File: src/rtl/mem_bus_arbiter.sv
// Two-master round-robin arbiter onto one enable/ack memory slave port.
// The grant holds until ack, abort or timeout, and every grant is followed by one Idle cycle.
module mem_bus_arbiter #(
    parameter int ADDR_WIDTH = 64,
    parameter int DATA_WIDTH = 64,
    parameter int BYTE_NUM   = DATA_WIDTH / 8,
    parameter int TIMEOUT    = 255,
    parameter int CNT_WIDTH  = 8
) (
    input  logic                  clock,
    input  logic                  reset_n,
    input  logic                  m0_rd_en,
    input  logic                  m0_wr_en,
    input  logic [BYTE_NUM-1:0]   m0_byte_en,
    input  logic [ADDR_WIDTH-1:0] m0_addr,
    input  logic [DATA_WIDTH-1:0] m0_wr_data,
    output logic [DATA_WIDTH-1:0] m0_rd_data,
    output logic                  m0_ack,
    output logic                  m0_err,
    input  logic                  m1_rd_en,
    input  logic                  m1_wr_en,
    input  logic [BYTE_NUM-1:0]   m1_byte_en,
    input  logic [ADDR_WIDTH-1:0] m1_addr,
    input  logic [DATA_WIDTH-1:0] m1_wr_data,
    output logic [DATA_WIDTH-1:0] m1_rd_data,
    output logic                  m1_ack,
    output logic                  m1_err,
    output logic                  s_rd_en,
    output logic                  s_wr_en,
    output logic [BYTE_NUM-1:0]   s_byte_en,
    output logic [ADDR_WIDTH-1:0] s_addr,
    output logic [DATA_WIDTH-1:0] s_wr_data,
    input  logic [DATA_WIDTH-1:0] s_rd_data,
    input  logic                  s_ack
);

    typedef enum logic [1:0] {
        ST_IDLE  = 2'd0,
        ST_BUSY0 = 2'd1,
        ST_BUSY1 = 2'd2
    } state_t;

    localparam bit                   TIMEOUT_EN  = (TIMEOUT != 0);
    localparam logic [CNT_WIDTH-1:0] TIMEOUT_CNT = CNT_WIDTH'(TIMEOUT);
    localparam logic [CNT_WIDTH-1:0] CNT_ZERO    = {CNT_WIDTH{1'b0}};
    localparam logic [CNT_WIDTH-1:0] CNT_ONE     = {{(CNT_WIDTH-1){1'b0}}, 1'b1};
    localparam logic [CNT_WIDTH-1:0] CNT_MAX     = {CNT_WIDTH{1'b1}};

    state_t               state_r;
    state_t               state_nxt_s;
    logic                 last_grant_r;
    logic                 last_grant_nxt_s;
    logic [CNT_WIDTH-1:0] cnt_r;
    logic [CNT_WIDTH-1:0] cnt_nxt_s;

    logic req0_s;
    logic req1_s;
    logic busy_s;
    logic sel_s;
    logic sel_rd_s;
    logic sel_wr_s;
    logic sel_req_s;
    logic timeout_s;

    // Request decode and selection of the currently granted master.
    always_comb begin
        req0_s    = m0_rd_en | m0_wr_en;
        req1_s    = m1_rd_en | m1_wr_en;
        busy_s    = (state_r != ST_IDLE);
        sel_s     = (state_r == ST_BUSY1);
        sel_rd_s  = sel_s ? m1_rd_en : m0_rd_en;
        sel_wr_s  = sel_s ? m1_wr_en : m0_wr_en;
        sel_req_s = sel_rd_s | sel_wr_s;
        // A withdrawn request is an abort, which outranks a coincident timeout.
        timeout_s = TIMEOUT_EN && busy_s && sel_req_s && !s_ack && (cnt_r == TIMEOUT_CNT);
    end

    // State, round-robin pointer and timeout counter registers.
    always_ff @(posedge clock or negedge reset_n) begin
        if (!reset_n) begin
            state_r      <= ST_IDLE;
            last_grant_r <= 1'b1;
            cnt_r        <= CNT_ZERO;
        end else begin
            state_r      <= state_nxt_s;
            last_grant_r <= last_grant_nxt_s;
            cnt_r        <= cnt_nxt_s;
        end
    end

    // Next-state logic: arbitration in Idle, completion/abort/timeout in Busy.
    always_comb begin
        state_nxt_s      = state_r;
        last_grant_nxt_s = last_grant_r;
        cnt_nxt_s        = cnt_r;
        case (state_r)
            ST_IDLE: begin
                cnt_nxt_s = CNT_ZERO;
                if (req0_s && req1_s) begin
                    if (last_grant_r) begin
                        state_nxt_s      = ST_BUSY0;
                        last_grant_nxt_s = 1'b0;
                    end else begin
                        state_nxt_s      = ST_BUSY1;
                        last_grant_nxt_s = 1'b1;
                    end
                end else if (req0_s) begin
                    state_nxt_s      = ST_BUSY0;
                    last_grant_nxt_s = 1'b0;
                end else if (req1_s) begin
                    state_nxt_s      = ST_BUSY1;
                    last_grant_nxt_s = 1'b1;
                end else begin
                    state_nxt_s = ST_IDLE;
                end
            end
            ST_BUSY0, ST_BUSY1: begin
                if (!s_ack && (cnt_r != CNT_MAX)) begin
                    cnt_nxt_s = cnt_r + CNT_ONE;
                end else begin
                    cnt_nxt_s = cnt_r;
                end
                if (s_ack || !sel_req_s || timeout_s) begin
                    state_nxt_s = ST_IDLE;
                end else begin
                    state_nxt_s = state_r;
                end
            end
            default: begin
                state_nxt_s = ST_IDLE;
                cnt_nxt_s   = CNT_ZERO;
            end
        endcase
    end

    // Slave-side drive and per-master ack/err, all combinational from the grant.
    always_comb begin
        s_rd_en   = 1'b0;
        s_wr_en   = 1'b0;
        s_byte_en = {BYTE_NUM{1'b0}};
        s_addr    = {ADDR_WIDTH{1'b0}};
        s_wr_data = {DATA_WIDTH{1'b0}};
        m0_ack    = 1'b0;
        m0_err    = 1'b0;
        m1_ack    = 1'b0;
        m1_err    = 1'b0;
        if (busy_s) begin
            s_rd_en   = sel_rd_s & ~timeout_s;
            s_wr_en   = sel_wr_s & ~sel_rd_s & ~timeout_s;
            s_byte_en = sel_s ? m1_byte_en : m0_byte_en;
            s_addr    = sel_s ? m1_addr    : m0_addr;
            s_wr_data = sel_s ? m1_wr_data : m0_wr_data;
            if (s_ack || timeout_s) begin
                if (sel_s) begin
                    m1_ack = 1'b1;
                    m1_err = timeout_s;
                end else begin
                    m0_ack = 1'b1;
                    m0_err = timeout_s;
                end
            end else begin
                m0_ack = 1'b0;
                m1_ack = 1'b0;
            end
        end else begin
            s_rd_en = 1'b0;
        end
    end

    assign m0_rd_data = s_rd_data;
    assign m1_rd_data = s_rd_data;

endmodule

File: config.mk
export PLATFORM = sky130hd
export DESIGN_NAME = mem_bus_arbiter
export DESIGN_NICKNAME = d
export VERILOG_FILES = /design/src/rtl/mem_bus_arbiter.sv
export SDC_FILE = /design/constraint.sdc
export NUM_CORES = 1
export LEC_CHECK = 0
export CAP_MARGIN = 20
export CORE_AREA = 2 2 240 242
export DETAILED_ROUTE_END_ITERATION = 6
export DIE_AREA = 0 0 242 244
export SYNTH_ARGS = -nofsm -noshare
export SYNTH_HDL_FRONTEND = slang
export SYNTH_SLANG_ARGS = --single-unit
File: constraint.sdc
create_clock -name clock -period 4 [get_ports clock]
set_clock_uncertainty 0.05 [all_clocks]
set_input_delay 0.8 -clock clock [delete_from_list [all_inputs] [get_ports clock]]
set_output_delay 0.8 -clock clock [all_outputs]
set_load 0.02 [all_outputs]
=== Yosys cells after proc, flatten, opt, wreduce, memory -nomap -nowiden ===
Cells that the tools add are included.

* Register bits after elaboration: 11
* Bits of input ports: 343
* Word-level logic and storage cells: 67
* Output and inout port bits: 270

* Eq/ne operators: 6
* Bitwise gates (word level): 8
* Reductions and logical operators: 15
* $add $sub $neg: 1
* Multiplexer cells: 34

{| class="wikitable"
|+ Operators by type and width
! cell !! number
|-
| two-way mux 64 bit || 4
|-
| two-way mux 8 bit || 4
|-
| two-way mux 1 bit || 20
|-
| two-way mux 2 bit || 5
|-
| adder 8 x 1 -> 8 bit (second input constant) || 1
|-
| == test 8 bit (second input constant) || 1
|-
| != test 8 bit (second input constant) || 1
|-
| logical AND 1 bit || 5
|-
| != test 2 bit (second input constant) || 2
|-
| one-hot mux 2 bit (2 select lines) || 1
|-
| bitwise AND 1 bit || 3
|-
| logical OR 1 bit || 3
|-
| OR 1 bit || 3
|-
| nonzero test 3 bit || 1
|-
| == test 2 x 1 -> 1 bit (second input constant) || 1
|-
| == test 2 bit (second input constant) || 1
|-
| logical NOT 1 bit || 2
|-
| logical NOT 2 bit || 1
|-
| NOT 1 bit || 2
|-
| AND reduction 2 bit || 1
|-
| nonzero test 2 bit || 1
|-
| OR reduction 2 bit || 1
|}

=== Longest topological paths before layout ===
* Depth in word-level cells: 9
* Mapped depth: 6
* Gate-level depth less buffers: 5

=== Least setup slack after synthesis ===
Ideal clock, no wire load.

* Path kind: input port to output port
* From: input port s_ack
* To: output port m0_err
* Path slack: 1.269 ns
* Buffers on the path: 1
* Data required time: 3.150 ns
* Data arrival time: 1.881 ns
* Cell stages on the path: 3
* Cell sequence: buf_4 -> a211o_1 -> nor4_1

* Cells in the longest elaborated chain, start to end: 6
* Elaborated cells between the ends (all ways): 7
* Those cells by class: mux: 3; reduce/logical: 4

{| class="wikitable"
|+ RTL lines
! item !! line !! text
|-
| start, declared || 34 || <nowiki>input logic s_ack</nowiki>
|-
| logical NOT 1 bit || 75 || <nowiki>timeout_s = TIMEOUT_EN && busy_s && sel_req_s && !s_ack && (cnt_r == TIMEOUT_CNT);</nowiki>
|-
| logical AND 1 bit (2 in a row) || 75 ||
|-
| two-way mux 1 bit / logical OR 1 bit (equally long branches) || 154, 153 ||
|-
| two-way mux 1 bit (*) || 153 || <nowiki>if (s_ack || timeout_s) begin</nowiki>
|-
| two-way mux 1 bit (*) || 147 || <nowiki>if (busy_s) begin</nowiki>
|-
| end, declared || 19 || <nowiki>output logic m0_err,</nowiki>
|}

Mark *: on every way between the ends. The rest lies on a longest branch, timed or not.

=== Worst setup path in the final report ===
* From: input port m0_rd_en
* To: output port m0_err

* Cells in the longest elaborated chain, start to end: 8
* Elaborated cells between the ends (all ways): 9
* Those cells by class: mux: 4; bitwise: 1; reduce/logical: 4

{| class="wikitable"
|+ RTL lines
! item !! line !! text
|-
| start, declared || 12 || <nowiki>input logic m0_rd_en,</nowiki>
|-
| two-way mux 1 bit (*) || 71 || <nowiki>sel_rd_s = sel_s ? m1_rd_en : m0_rd_en;</nowiki>
|-
| OR 1 bit (*) || 73 || <nowiki>sel_req_s = sel_rd_s | sel_wr_s;</nowiki>
|-
| logical AND 1 bit (*) (3 in a row) || 75 ||
|-
| two-way mux 1 bit / logical OR 1 bit (equally long branches) || 154, 153 ||
|-
| two-way mux 1 bit (*) || 153 ||
|-
| two-way mux 1 bit (*) || 147 ||
|}

Marked as above.

==> metrics.md <==
| Metric | Value |
|---|---|
| I/O pins | `613` |
| Nets@finish | `1139` |
| Post-Syn Instances | `517` |
| Distinct cells, synth | `40` |
| Syn_area_per_cell | `7.36 sq um` |
| Vert. Die Dim | `244 um` |
| Routed via count | `4683` |
| Worst hold path class | `reg -> reg` |
| CTS sink count | `11` |
| Syn. warnings | `0` |
| Power per cell area | `528 nW/um^2` |
| Vias per cell | `3.02` |
| Setup TNS Final | `0 ns` |
| GRT Util Overall | `7.38%` |
| DP Wirelength | `20800 um` |
| Clk pwr share | `4.4%` |
| Worst-skew pair later-pin latency | `0.24 ns` |
| Reg power frac | `3.7%` |
| Setup repair after global routing missed its margin | `no` |
| Cell-internal power | `2.12 mW` |
| Post-Route WL | `23600 um` |
| Total congestion overflow | `0` |
| Yosys top cell by area | `mux2i_1` |
| Largest net degree at the start of global routing | `67` |
| Endpoints failing setup | `0` |
| Die width | `242 um` |
| Clk slew on worst S/H paths | `0.04 ns` |
| Max-Cap Viols | `0` |
| Sw Pwr | `2.14 mW` |
| Status | `completed` |
| Fin crit share | `88.3%` |
| Initial Util | `6.77%` |
| Buffers on Ports | `420` |
| Slowest cell delay on critical path | `0.65 ns` |
| CTS Buf Count | `3` |
| Main area contributors after synthesis | `mux2i_1 37%, buf_4 28%, nor2_1 13%` |
| CTS Root Cell | `clkbuf_16` |
| Comb power frac | `92.0%` |
| Slew Limit Headroom | `62.2%` |
| Worst EP arrival | `2.68 ns` |
| Die ar. | `59000 sq um` |
| CP Class | `in -> out` |
| WP data required | `3.15 ns` |
| Seq cells post-synth | `11` |
| Crit path cell chain | `clkdlybuf4s50_1 > nor3_1 > a211o_1 > nor4_1 > clkdlybuf4s50_1` |
| TritonCTS clock tree | `yes` |
| Fmax | `0.283 GHz` |
| Max Root-Sink Buffers | `2` |
| Reg2reg path depth | `6` |
| Crit path top cell by count | `clkdlybuf4s50_1` |
| Min-Delay Path Depth | `2` |
| Syn nets | `863` |
| Sequential element share of the synthesized area | `7.27%` |
| CP Max Fanout | `5` |
| Post_cts resized | `0` |
| Worst Path Buf+Inv | `2` |
| Worst setup SP type | `input port` |
| Final Hold Fails | `0` |
| Yosys top cell area share | `37.4%` |
| Post-CTS setup buffers | `0` |
| Gpl congestion | `0.875` |
| Async SR Flop Fraction | `100%` |
| Post-CTS Hold Fix Bufs | `0` |
| Global-route wire length before repair | `32200 um` |
| Switching share of power | `50.2%` |
| TritonRoute pass-1 iters | `4` |
| Core Area | `56200 sq um` |
| ANT nets after route | `0` |
| Crit end category | `output pin` |
| Critical path's slowest cell | `clkdlybuf4s50_1` |
| Core Util, Final | `14.3%` |
| Layout area overhead | `112%` |
| Residual DRC count | `0` |
| H-tree Lvls | `1` |
| Min cycle time layout | `3.53 ns` |
| Routed WL per cell | `15.2 um` |
| Peak VDD IR | `0.000310 V` |
| Layout cell share with drive strength beyond 1 | `3.41%` |
| Leak | `2.81 nW` |
| Initial DRC Count | `110` |
| Crit path depth | `5` |
| Slew @ Worst Pin | `0.565 ns` |
| Vias in the first global route | `4787` |
| Commonest register cell after synthesis | `dfrtp_1` |
| Initial antenna violation count | `4` |
| CP delay by family, top | `buffers and inverters` |
| Row count | `87` |
| Post-synth EDFFs | `0` |
| Count of final max-slew check failures | `0` |
| Synthesized area | `3800 sq um` |
==> Yosys cell counts, types with 2 or more instances <==
master / instances
and4b_1: 3
clkbuf_1: 6
buf_1: 8
or2_2: 2
nor3_1: 2
a211oi_1: 4
nand2_1: 8
buf_4: 144
dfrtp_1: 10
inv_1: 5
ha_1: 3
a31oi_1: 5
nor2_1: 136
mux2i_1: 142
nand2b_1: 2
and3_1: 3
o21ai_0: 8
buf_2: 4
==> layer usage <==
metal	wire, um	track usage, %
met5	10	0
met2	11300	12.8
met3	2890	3.40
met4	1230	4.21
met1	8160	7.31
==> power groups by stage <==
stage / clock network (mW) / registers, mW / logic (mW)
CTS: 0.189 / 0.155 / 4.00
floorplan: 0 / 0.149 / 2.26
finish: 0.185 / 0.156 / 3.91
global route: 0.199 / 0.159 / 4.18
detailed placement: 0 / 0.156 / 3.99
global placement: 0 / 0.154 / 3.96
==> state kept, by name, indices dropped and copies added, names as in the netlist <==
register and cells:
state_r 2, last_grant_r 1, cnt_r 8
==> layout by cell type, fill, tap and decap left out, drive strengths merged, types with 3 or more instances in the layout <==
cell type,count
ha,3
a31oi,5
and3,3
buf,16
clkdlybuf4s50,418
and4b,3
o21ai,8
nand2,8
dfrtp,10
mux2i,142
a211oi,4
clkbuf,4
nor2,137
inv,5
==> stage by stage <==
stage	cells	cell area [sq um]	power, mW	hold WS, ns	setup slack (ns)
2_1_floorplan	517	3800	2.41	0.421	1.27
3_3_place_gp	1544	7970	4.11	0.446	0.480
3_5_place_dp	1544	7970	4.14	0.456	0.484
4_1_cts	1548	8050	4.35	0.462	0.469
5_1_grt	1549	8050	4.54	0.504	0.369
6_report	1549	8050	4.25	0.468	0.467
==> path summary, 6_finish.rpt <==
kind,slack (ns),startpoint,endpoint
max in group asynchronous,2.65,reset_n,last_grant_r$_DFFE_PN1P_
worst min-delay path,0.47,last_grant_r$_DFFE_PN1P_,last_grant_r$_DFFE_PN1P_
min in group asynchronous,0.88,reset_n,cnt_r[7]$_DFFE_PN0P_
worst max-delay path,0.47,m0_rd_en,m0_err
worst min register to register,0.47,last_grant_r$_DFFE_PN1P_,last_grant_r$_DFFE_PN1P_
worst max register to register,2.04,state_r[0]$_DFFE_PN0P_,state_r[0]$_DFFE_PN0P_
==> cell families (layout without fill, tap and decap cells) <==
group / after synthesis / after routing / synth area share, %
buf+inv: 168 / 443 / 31.0
simple gates: 166 / 166 / 18.5
fa+ha+maj: 3 / 3 / 0.987
compound gates: 27 / 27 / 4.90
mux: 142 / 142 / 37.4
other cells: 0 / 1 / 0
flops: 11 / 11 / 7.27
==> cell type report <==
cell class | count | area (sq um)
fill | 6455 | 48100
timing repair buffer | 434 | 4350
multi-input combinational | 338 | 2370
tap | 756 | 946
sequential | 11 | 277
clock buffer | 4 | 78.8
inverter | 5 | 18.8
antenna | 1 | 2.50
==> worst reg2reg max path, delay by kind of cell, from the launching register on <==
kind	cells	cell delay, ns
AO/OA/AOI/OAI	2	0.36
flip-flops	1	0.37
buffers and inverters	2	0.45
multiplexers	1	0.18
adder cells (fa/ha/maj)	1	0.45
Power figures use the tool's default switching activity.
